`src/rtl/bit_serializer_pkg.sv`:
```
// Shared types and default sizing for the bit serializer.
package serializer_pkg;

  localparam int unsigned DEFAULT_WIDTH = 8;
  localparam int unsigned DEFAULT_DIV   = 4;

  typedef enum logic [1:0] {
    ST_IDLE  = 2'd0,
    ST_SHIFT = 2'd1,
    ST_DONE  = 2'd2
  } state_e;

endpackage

```
`src/rtl/bit_serializer_if.sv`:
```
// Control/data bundle between a frame producer and the bit serializer.
interface bit_serializer_if
  import serializer_pkg::*;
#(
  parameter int unsigned WIDTH = DEFAULT_WIDTH
);

  logic             start;
  logic             abort;
  logic [WIDTH-1:0] data_in;
  logic             bit_out;
  logic             bit_en;
  logic             mostrar_dato;
  logic             busy;
  logic             done;

  modport master (
    output start, abort, data_in,
    input  bit_out, bit_en, mostrar_dato, busy, done
  );

  modport slave (
    input  start, abort, data_in,
    output bit_out, bit_en, mostrar_dato, busy, done
  );

endinterface

```
`src/rtl/bit_serializer_tick.sv`:
```
// Per-bit strobe generator: counts DIV cycles while run is high.
module bit_tick_gen
  import serializer_pkg::*;
#(
  parameter int unsigned DIV = DEFAULT_DIV
) (
  input  logic clk,
  input  logic reset,
  input  logic run,
  output logic tick
);

  localparam int unsigned CW = (DIV > 1) ? $clog2(DIV) : 1;
  localparam logic [CW-1:0] CNT_MAX = CW'(DIV - 1);

  logic [CW-1:0] cnt_q;
  logic [CW-1:0] cnt_d;

  // Count 0..DIV-1 while running; park at zero otherwise.
  always_comb begin
    cnt_d = cnt_q;
    if (!run) begin
      cnt_d = '0;
    end else if (cnt_q == CNT_MAX) begin
      cnt_d = '0;
    end else begin
      cnt_d = cnt_q + CW'(1);
    end
  end

  // Cycle counter register.
  always_ff @(posedge clk or posedge reset) begin
    if (reset) begin
      cnt_q <= '0;
    end else begin
      cnt_q <= cnt_d;
    end
  end

  assign tick = run && (cnt_q == CNT_MAX);

endmodule

```
`src/rtl/bit_serializer.sv`:
```
// MSB-first parallel-to-serial converter with DIV-cycle bit period and abort.
module bit_serializer
  import serializer_pkg::*;
#(
  parameter int unsigned WIDTH = DEFAULT_WIDTH,
  parameter int unsigned DIV   = DEFAULT_DIV
) (
  input  logic          clk,
  input  logic          reset,
  bit_serializer_if.slave bus
);

  localparam int unsigned BCW = $clog2(WIDTH + 1);

  state_e           state_q, state_d;
  logic [WIDTH-1:0] shreg_q, shreg_d;
  logic [BCW-1:0]   bitcnt_q, bitcnt_d;
  logic             bit_out_q, busy_q, done_q, mostrar_q;
  logic             run;
  logic             tick;

  assign run = (state_q == ST_SHIFT);

  bit_tick_gen #(
    .DIV (DIV)
  ) u_tick (
    .clk   (clk),
    .reset (reset),
    .run   (run),
    .tick  (tick)
  );

  // Next-state: abort beats the final-bit transition into DONE.
  always_comb begin
    state_d  = state_q;
    shreg_d  = shreg_q;
    bitcnt_d = bitcnt_q;
    case (state_q)
      ST_IDLE: begin
        if (bus.start) begin
          shreg_d  = bus.data_in;
          bitcnt_d = '0;
          state_d  = ST_SHIFT;
        end
      end
      ST_SHIFT: begin
        if (bus.abort) begin
          shreg_d  = '0;
          bitcnt_d = '0;
          state_d  = ST_IDLE;
        end else if (tick) begin
          shreg_d  = {shreg_q[WIDTH-2:0], 1'b0};
          bitcnt_d = bitcnt_q + BCW'(1);
          if (bitcnt_q == BCW'(WIDTH - 1)) begin
            state_d = ST_DONE;
          end
        end
      end
      ST_DONE: begin
        state_d = ST_IDLE;
      end
      default: begin
        state_d = ST_IDLE;
      end
    endcase
  end

  // State, datapath and output registers; outputs track the next state.
  always_ff @(posedge clk or posedge reset) begin
    if (reset) begin
      state_q   <= ST_IDLE;
      shreg_q   <= '0;
      bitcnt_q  <= '0;
      bit_out_q <= 1'b0;
      busy_q    <= 1'b0;
      done_q    <= 1'b0;
      mostrar_q <= 1'b0;
    end else begin
      state_q   <= state_d;
      shreg_q   <= shreg_d;
      bitcnt_q  <= bitcnt_d;
      bit_out_q <= (state_d == ST_SHIFT) ? shreg_d[WIDTH-1] : 1'b0;
      busy_q    <= (state_d != ST_IDLE);
      done_q    <= (state_d == ST_DONE);
      mostrar_q <= (state_d != ST_IDLE);
    end
  end

  assign bus.bit_out      = bit_out_q;
  assign bus.bit_en       = tick;
  assign bus.busy         = busy_q;
  assign bus.done         = done_q;
  assign bus.mostrar_dato = mostrar_q;

endmodule

```
`src/flat_wrapper.sv`:
```
// flat-port wrapper written by rule: the top's interface ports become plain ports
module bit_serializer_flat import serializer_pkg::*;
#(
  parameter int unsigned WIDTH = DEFAULT_WIDTH,
  parameter int unsigned DIV   = DEFAULT_DIV
)
  (clk, reset, bus_start, bus_abort, bus_data_in, bus_bit_out, bus_bit_en, bus_mostrar_dato, bus_busy, bus_done);
  bit_serializer_if #(.WIDTH(WIDTH)) bus_i ();
  input  logic clk;
  input  logic reset;
  input wire logic [$bits(bus_i.start)-1:0] bus_start;
  input wire logic [$bits(bus_i.abort)-1:0] bus_abort;
  input wire logic [$bits(bus_i.data_in)-1:0] bus_data_in;
  output wire logic [$bits(bus_i.bit_out)-1:0] bus_bit_out;
  output wire logic [$bits(bus_i.bit_en)-1:0] bus_bit_en;
  output wire logic [$bits(bus_i.mostrar_dato)-1:0] bus_mostrar_dato;
  output wire logic [$bits(bus_i.busy)-1:0] bus_busy;
  output wire logic [$bits(bus_i.done)-1:0] bus_done;
  assign bus_i.start = bus_start;
  assign bus_i.abort = bus_abort;
  assign bus_i.data_in = bus_data_in;
  assign bus_bit_out = bus_i.bit_out;
  assign bus_bit_en = bus_i.bit_en;
  assign bus_mostrar_dato = bus_i.mostrar_dato;
  assign bus_busy = bus_i.busy;
  assign bus_done = bus_i.done;
  bit_serializer #(.WIDTH(WIDTH), .DIV(DIV)) u_core (.clk(clk), .reset(reset), .bus(bus_i));
endmodule
```
`config.mk`:
```
export PLATFORM = sky130hd
export DESIGN_NAME = bit_serializer_flat
export DESIGN_NICKNAME = d
export VERILOG_FILES = /design/src/rtl/bit_serializer_pkg.sv /design/src/rtl/bit_serializer_if.sv /design/src/rtl/bit_serializer_tick.sv /design/src/rtl/bit_serializer.sv /design/src/flat_wrapper.sv
export SDC_FILE = /design/constraint.sdc
export NUM_CORES = 1
export LEC_CHECK = 0
export BUFFER_PORTS_ARGS = -buffer_cell sky130_fd_sc_hd__buf_2
export CELL_PAD_IN_SITES_DETAIL_PLACEMENT = 0
export CELL_PAD_IN_SITES_GLOBAL_PLACEMENT = 1
export CORE_MARGIN = 8
export CORE_UTILIZATION = 37
export CTS_CLUSTER_SIZE = 30
export DETAILED_ROUTE_END_ITERATION = 16
export GPL_ROUTABILITY_DRIVEN = 0
export GPL_TIMING_DRIVEN = 1
export PLACE_DENSITY = 0.7
export RECOVER_POWER = 25
export SYNTH_ARGS = -nofsm -noshare
export SYNTH_HDL_FRONTEND = slang
export SYNTH_HIERARCHICAL = 1
export SYNTH_SLANG_ARGS = --single-unit
export TNS_END_PERCENT = 30
```
`constraint.sdc`:
```
create_clock -name clk -period 2.2 [get_ports clk]
set_clock_uncertainty 0.15 [all_clocks]
set_input_delay 0.22 -clock clk [delete_from_list [all_inputs] [get_ports clk]]
set_output_delay 0.22 -clock clk [all_outputs]
set_load 0.03 [all_outputs]
```
---- Word level (Yosys, flattened, before mapping) ----
Index checks and enable logic that the tools add are counted.
Widths: inputs -> output; s select.
cells by class
  add/sub/neg operators ................... 2
  equal/unequal tests ..................... 7
  multiplexer cells ....................... 16
  reductions and logical operators ........ 5
operators with widths
  kind                 number
  $mux 8               3
  $pmux 8 s2           1
  $mux 2               6
  $mux 4               3
  $pmux 4 s2           1
  $add 4x1->4 const B  1
  $eq 2x1->1 const B   2
  $eq 2x2->1 const B   2
  $eq 4x3->1 const B   1
  $pmux 2 s2           1
  $reduce_bool 2->1    2
  $ne 3x3->1 const B   1
  $reduce_and 3->1     1
  $add 2x1->2 const B  1
  $logic_not 2->1      1
  $ne 2x2->1 const B   1
  $logic_and 1x1->1    1
  $mux 1               1
word-level totals
  register bits ........................... 19
  input port bits ......................... 12
  output and inout bits ................... 5

---- Depth between registers and ports, before layout ----
  word-level depth ........................ 7
  gate-level depth with buffers ........... 7

---- Modules after synthesis ----
Netlist, hierarchy kept.
modules (own cells, without submodules)
  module          times used  cells an instance  area an instance (um2)
  bit_serializer  1           74                 819.5
  bit_tick_gen    1           7                  92.6

---- Worst setup path after synthesis ----
OpenSTA, ideal clock, no wires.
  path kind ............................... register -> register
  from .................................... register u_core.state_q[1]
  to ...................................... register u_core.shreg_q[6]
  setup time .............................. 0.126 ns
  data arrival time ....................... 1.984 ns
  slack ................................... -0.060 ns
  cell stages (with the launch flop) ...... 8
  cell sequence ........................... dfrtp_1 > clkbuf_1 > nor2b_1 > and2_1 > nor3b_4 > or3_1 > buf_2 > a221o_1
between the ends
  cells in the longest elaborated chain, start to end .. 4
  elaborated cells between the ends (all ways) .. 8
RTL lines
  item                               line                       RTL
  start, declared                    bit_serializer.sv:15       state_e state_q, state_d;
  start signal, assigned             bit_serializer.sv:79       state_q <= state_d;
  $eq 2x1->1                         bit_serializer.sv:22       assign run = (state_q == ST_SHIFT);
  named net u_core.run               bit_serializer.sv:19       logic run;
  $logic_and 1x1->1                  bit_serializer_tick.sv:40  assign tick = run && (cnt_q == CNT_MAX);
  named net bus_bit_en               flat_wrapper.sv:15         output wire logic [$bits(bus_i.bit_en)-1:0] bus_bit_en;
  $ne 3x3->1 (no source line)        -
  $reduce_and 3->1 (no source line)  -
  end signal, assigned               bit_serializer.sv:80       shreg_q <= shreg_d;
  end, declared                      bit_serializer.sv:16       logic [WIDTH-1:0] shreg_q, shreg_d;
The timed path passes the listed nets, and every way through them passes these cells.
A chain may end at the register's enable or synchronous reset.

---- Worst setup path after layout ----
  from .................................... register u_core.state_q[0]
  to ...................................... register u_core.shreg_q[4]
between the ends
  cells in the longest elaborated chain, start to end .. 4
  elaborated cells between the ends (all ways) .. 8
RTL lines
  item                               line
  $eq 2x1->1 *                       bit_serializer.sv:22
  named net u_core.run               bit_serializer.sv:19
  $logic_and 1x1->1                  bit_serializer_tick.sv:40
  $ne 3x3->1 (no source line)        -
  $reduce_and 3->1 (no source line)  -
Mark *: on every way through the listed nets, which the timed path passes. The rest lies on a longest branch.

==> impl_results.md <==
- Hold WC Path Type: in2reg
- Final Util: 46.4%
- Critical Path Source: u_core/state_q[0]$_DFF_PP0_
- Htree depth: 1
- CTS tree: built
- Cts hold-fix bufs: 6
- Nets: 121
- Final slew viol count: 0
- Min-delay src: bus_data_in[4]
- Clock latency on the worst-skew pair: about 0.29 ns
- Outcome: complete, no violations
- Synth Area in XOR/XNOR: 0%
- Hold Path Sink: u_core/shreg_q[4]$_DFFE_PP0P_
- Via density: 5.22
- Endpoints failing hold: 0
- Initial DRC count: 23
- # diodes: 0
- Critical Path Sink Type: flop
- First-pass GRT wire length: 3.26 mm
- Simple-gate portion of the synthesized area: 25.4%
- R2R Path End: u_core/shreg_q[4]$_DFFE_PP0P_
- Mean Syn Cell Area: 11.3 sq um
- Area after DPL: 1030 sq um
- Die area: between 4000 and 5000 sq um
- Clock Tree Buf Depth: 2
- Clock Tree Root: clkbuf_4
- Synth area leaders: dfrtp_1 52%, a221o_1 6.6%, and3_1 4.8%
- Worst setup path class: reg2reg
- I/O pin count: 17
- Largest net degree at the start of global routing: 18
- CTS Buf Count: 3
- Mapped cell area: 912 sq um
- Worst-path clk slew: 0.11 ns
- Placeable Area: around 2400 sq um
- Gr ovfl total: 0
- ANT nets after route: 0
- Synth cell types: 31
- Critical R2R Launch: u_core/state_q[0]$_DFF_PP0_
- Worst slew pin tran: 0.653 ns
- Post-CTS Setup Bufs: 0
- Total Power: 0.000756 W
- Biggest fanout along the worst timing path: 8
- Mux cell area share after synthesis: 1.10%
- Commonest cells after routing, fill and taps aside: 19 x dfrtp_1, 11 x buf_2, 7 x dlygate4sd3_1, 7 x and3_1
- Pleak: 0.558 nW
- Synthesized net count: 95
- Post_cts resized: 0
- Post-Synth Adder-Cell Area: 2.74%
- I/O Buffers: 16
- Largest family of logic cells by synthesized area: simple AND/OR/NAND/NOR gates
- Vias: 710
- Register area share after synthesis: 52.1%
- FMAX: roughly 500 MHz
- Finished Cell Area: 1120 sq um
- Complex-gate fraction of the synthesized area: ~13%
- Starting Density: a little under two fifths
- Critical path data required time: ~2.2 ns
- Routed WL: 1.96 mm
- Worst-case vdd ir drop: 0.000348 V
- Synth Instances: 81
- Fin Setup TNS: 0 ns
- Slew headroom: 56.4%
- Clk sinks: 19
- Area growth, synth to finish: 22.6%
- Leading area contributor after synthesis: dfrtp_1
- Commonest non-fill, non-tap cell in the layout: dfrtp_1
- Drt drc: 0
- Worst setup SP type: flop
- Power Density: 676 nW/um^2
- Post-Layout Cell Count: around 140
- Register-to-Register Path Depth: 5
- Synthesis Warnings: 6
- Detail Placement HPWL: 1.35 mm
- GRT Total Usage: 9.62%
- Flip-flop and latch count after synthesis: 19
- Endpoints failing setup: 0
- RSZ-0062 raised after global routing: no
- Tcrit/Tclk final: between 90% and 100%
- Post-route minimum period: 2.02 ns
- Die span in y: around 66 um
- Layout cell share with drive strength beyond 1: a little over a fifth
- Hold path cells: 2
- Post-synth top area share: 52.1%
- Vias in the first global route: roughly 730
- Initial antenna violation count: 0
- Data arrival, critical path: 2.06 ns
- Post-Place Cells: ~130
- Wire per inst: between 10 and 15 um
- Standard-cell rows: 18
- Drt pass-1 iters: 4
- Max cap viols: 0
- DIE WIDTH: between 60 and 70 um
- Reg-to-reg setup timing slack: 0.18 ns
==> metrics by stage <==
| step | hold slack, ns | worst slack, ns |
|---|---|---|
| finish | 0.0143 | 0.180 |
| global route | 0.0321 | 0.0780 |
| CTS | 0.00111 | 0.175 |
| detailed placement | -0.0674 | 0.197 |
| global placement | -0.0719 | 0.249 |
| floorplan | -0.189 | 0.0769 |
==> sequential cells by signal, indices dropped and copies added, names as in the netlist <==
| name | cells |
|---|---|
| u_core/shreg_q | 8 |
| u_core/u_tick/cnt_q | 2 |
| u_core/bitcnt_q | 4 |
| u_core/state_q | 2 |
| u_core/bus.done | 1 |
| u_core/bus.bit_out | 1 |
| u_core/bus.mostrar_dato | 1 |
==> power by group <==
group	switching [W]	total [W]	internal, W
registers	0.0000283	0.000419	0.000391
logic	0.0000878	0.000163	0.0000752
clock network	0.000104	0.000174	0.0000705
total	0.000220	0.000756	0.000536
==> synthesized netlist by cell type <==
library cell  instances
dfrtp_1              19
clkbuf_1              2
a22o_1                1
or2_2                 1
nand4bb_1             1
a31oi_1               1
and2_1                2
inv_1                 6
nor3b_2               2
nor4b_1               1
buf_2                 2
nor2_1                3
and3_1                7
nor3b_4               1
ha_1                  2
nor2b_1               3
nand3_1               2
o21ai_0               3
nand4b_1              2
nor3_1                1
and3b_1               1
a221o_1               6
nand2_1               2
o41ai_1               1
a21oi_1               3
nand4_1               1
mux2i_1               1
buf_4                 1
nor2b_4               1
or3_1                 1
a2111oi_0             1
==> kinds of logic (layout without fill, tap and decap cells) <==
| group | Yosys count | count (layout) |
|---|---|---|
| mux | 1 | 1 |
| flops | 19 | 19 |
| compound gates | 16 | 16 |
| fa+ha+maj | 2 | 2 |
| simple gates | 32 | 32 |
| buf+inv | 11 | 36 |
==> critical path: stages, from the launching register on <==
cell and delay (ns):
dfrtp_1 0.47, nor2b_1 0.22, and2_2 0.21, nor3b_4 0.06
or3_1 0.47, a221o_1 0.34
==> how the worst max path moves through the flow <==
stage                                    end  slack [ns]  cells after the start
3_5_place_dp   u_core/shreg_q[2]$_DFFE_PP0P_        0.20                      5
3_3_place_gp   u_core/shreg_q[2]$_DFFE_PP0P_        0.25                      5
2_1_floorplan  u_core/shreg_q[6]$_DFFE_PP0P_        0.08                      7
6_report       u_core/shreg_q[4]$_DFFE_PP0P_        0.18                      5
5_1_grt        u_core/shreg_q[4]$_DFFE_PP0P_        0.08                      5
4_1_cts        u_core/shreg_q[2]$_DFFE_PP0P_        0.18                      5
==> final cells by class <==
type,instances,area [sq um]
Timing Repair Buffer,26,166
Multi-Input combinational cell,51,390
Tap cell,30,37.5
Inverter,6,22.5
Clock buffer,4,26.3
Fill cell,236,1290
Sequential cell,19,475
==> routing by layer <==
layer  up-vias  track usage, %  routed length (um)
met2        11            13.9                 917
met4         0            4.90                  25
li1        348               -                   -
met5         -               0                   0
met1       347            12.8                 931
met3         4            2.55                  83
No activity file was read; power rests on OpenSTA's default activity.
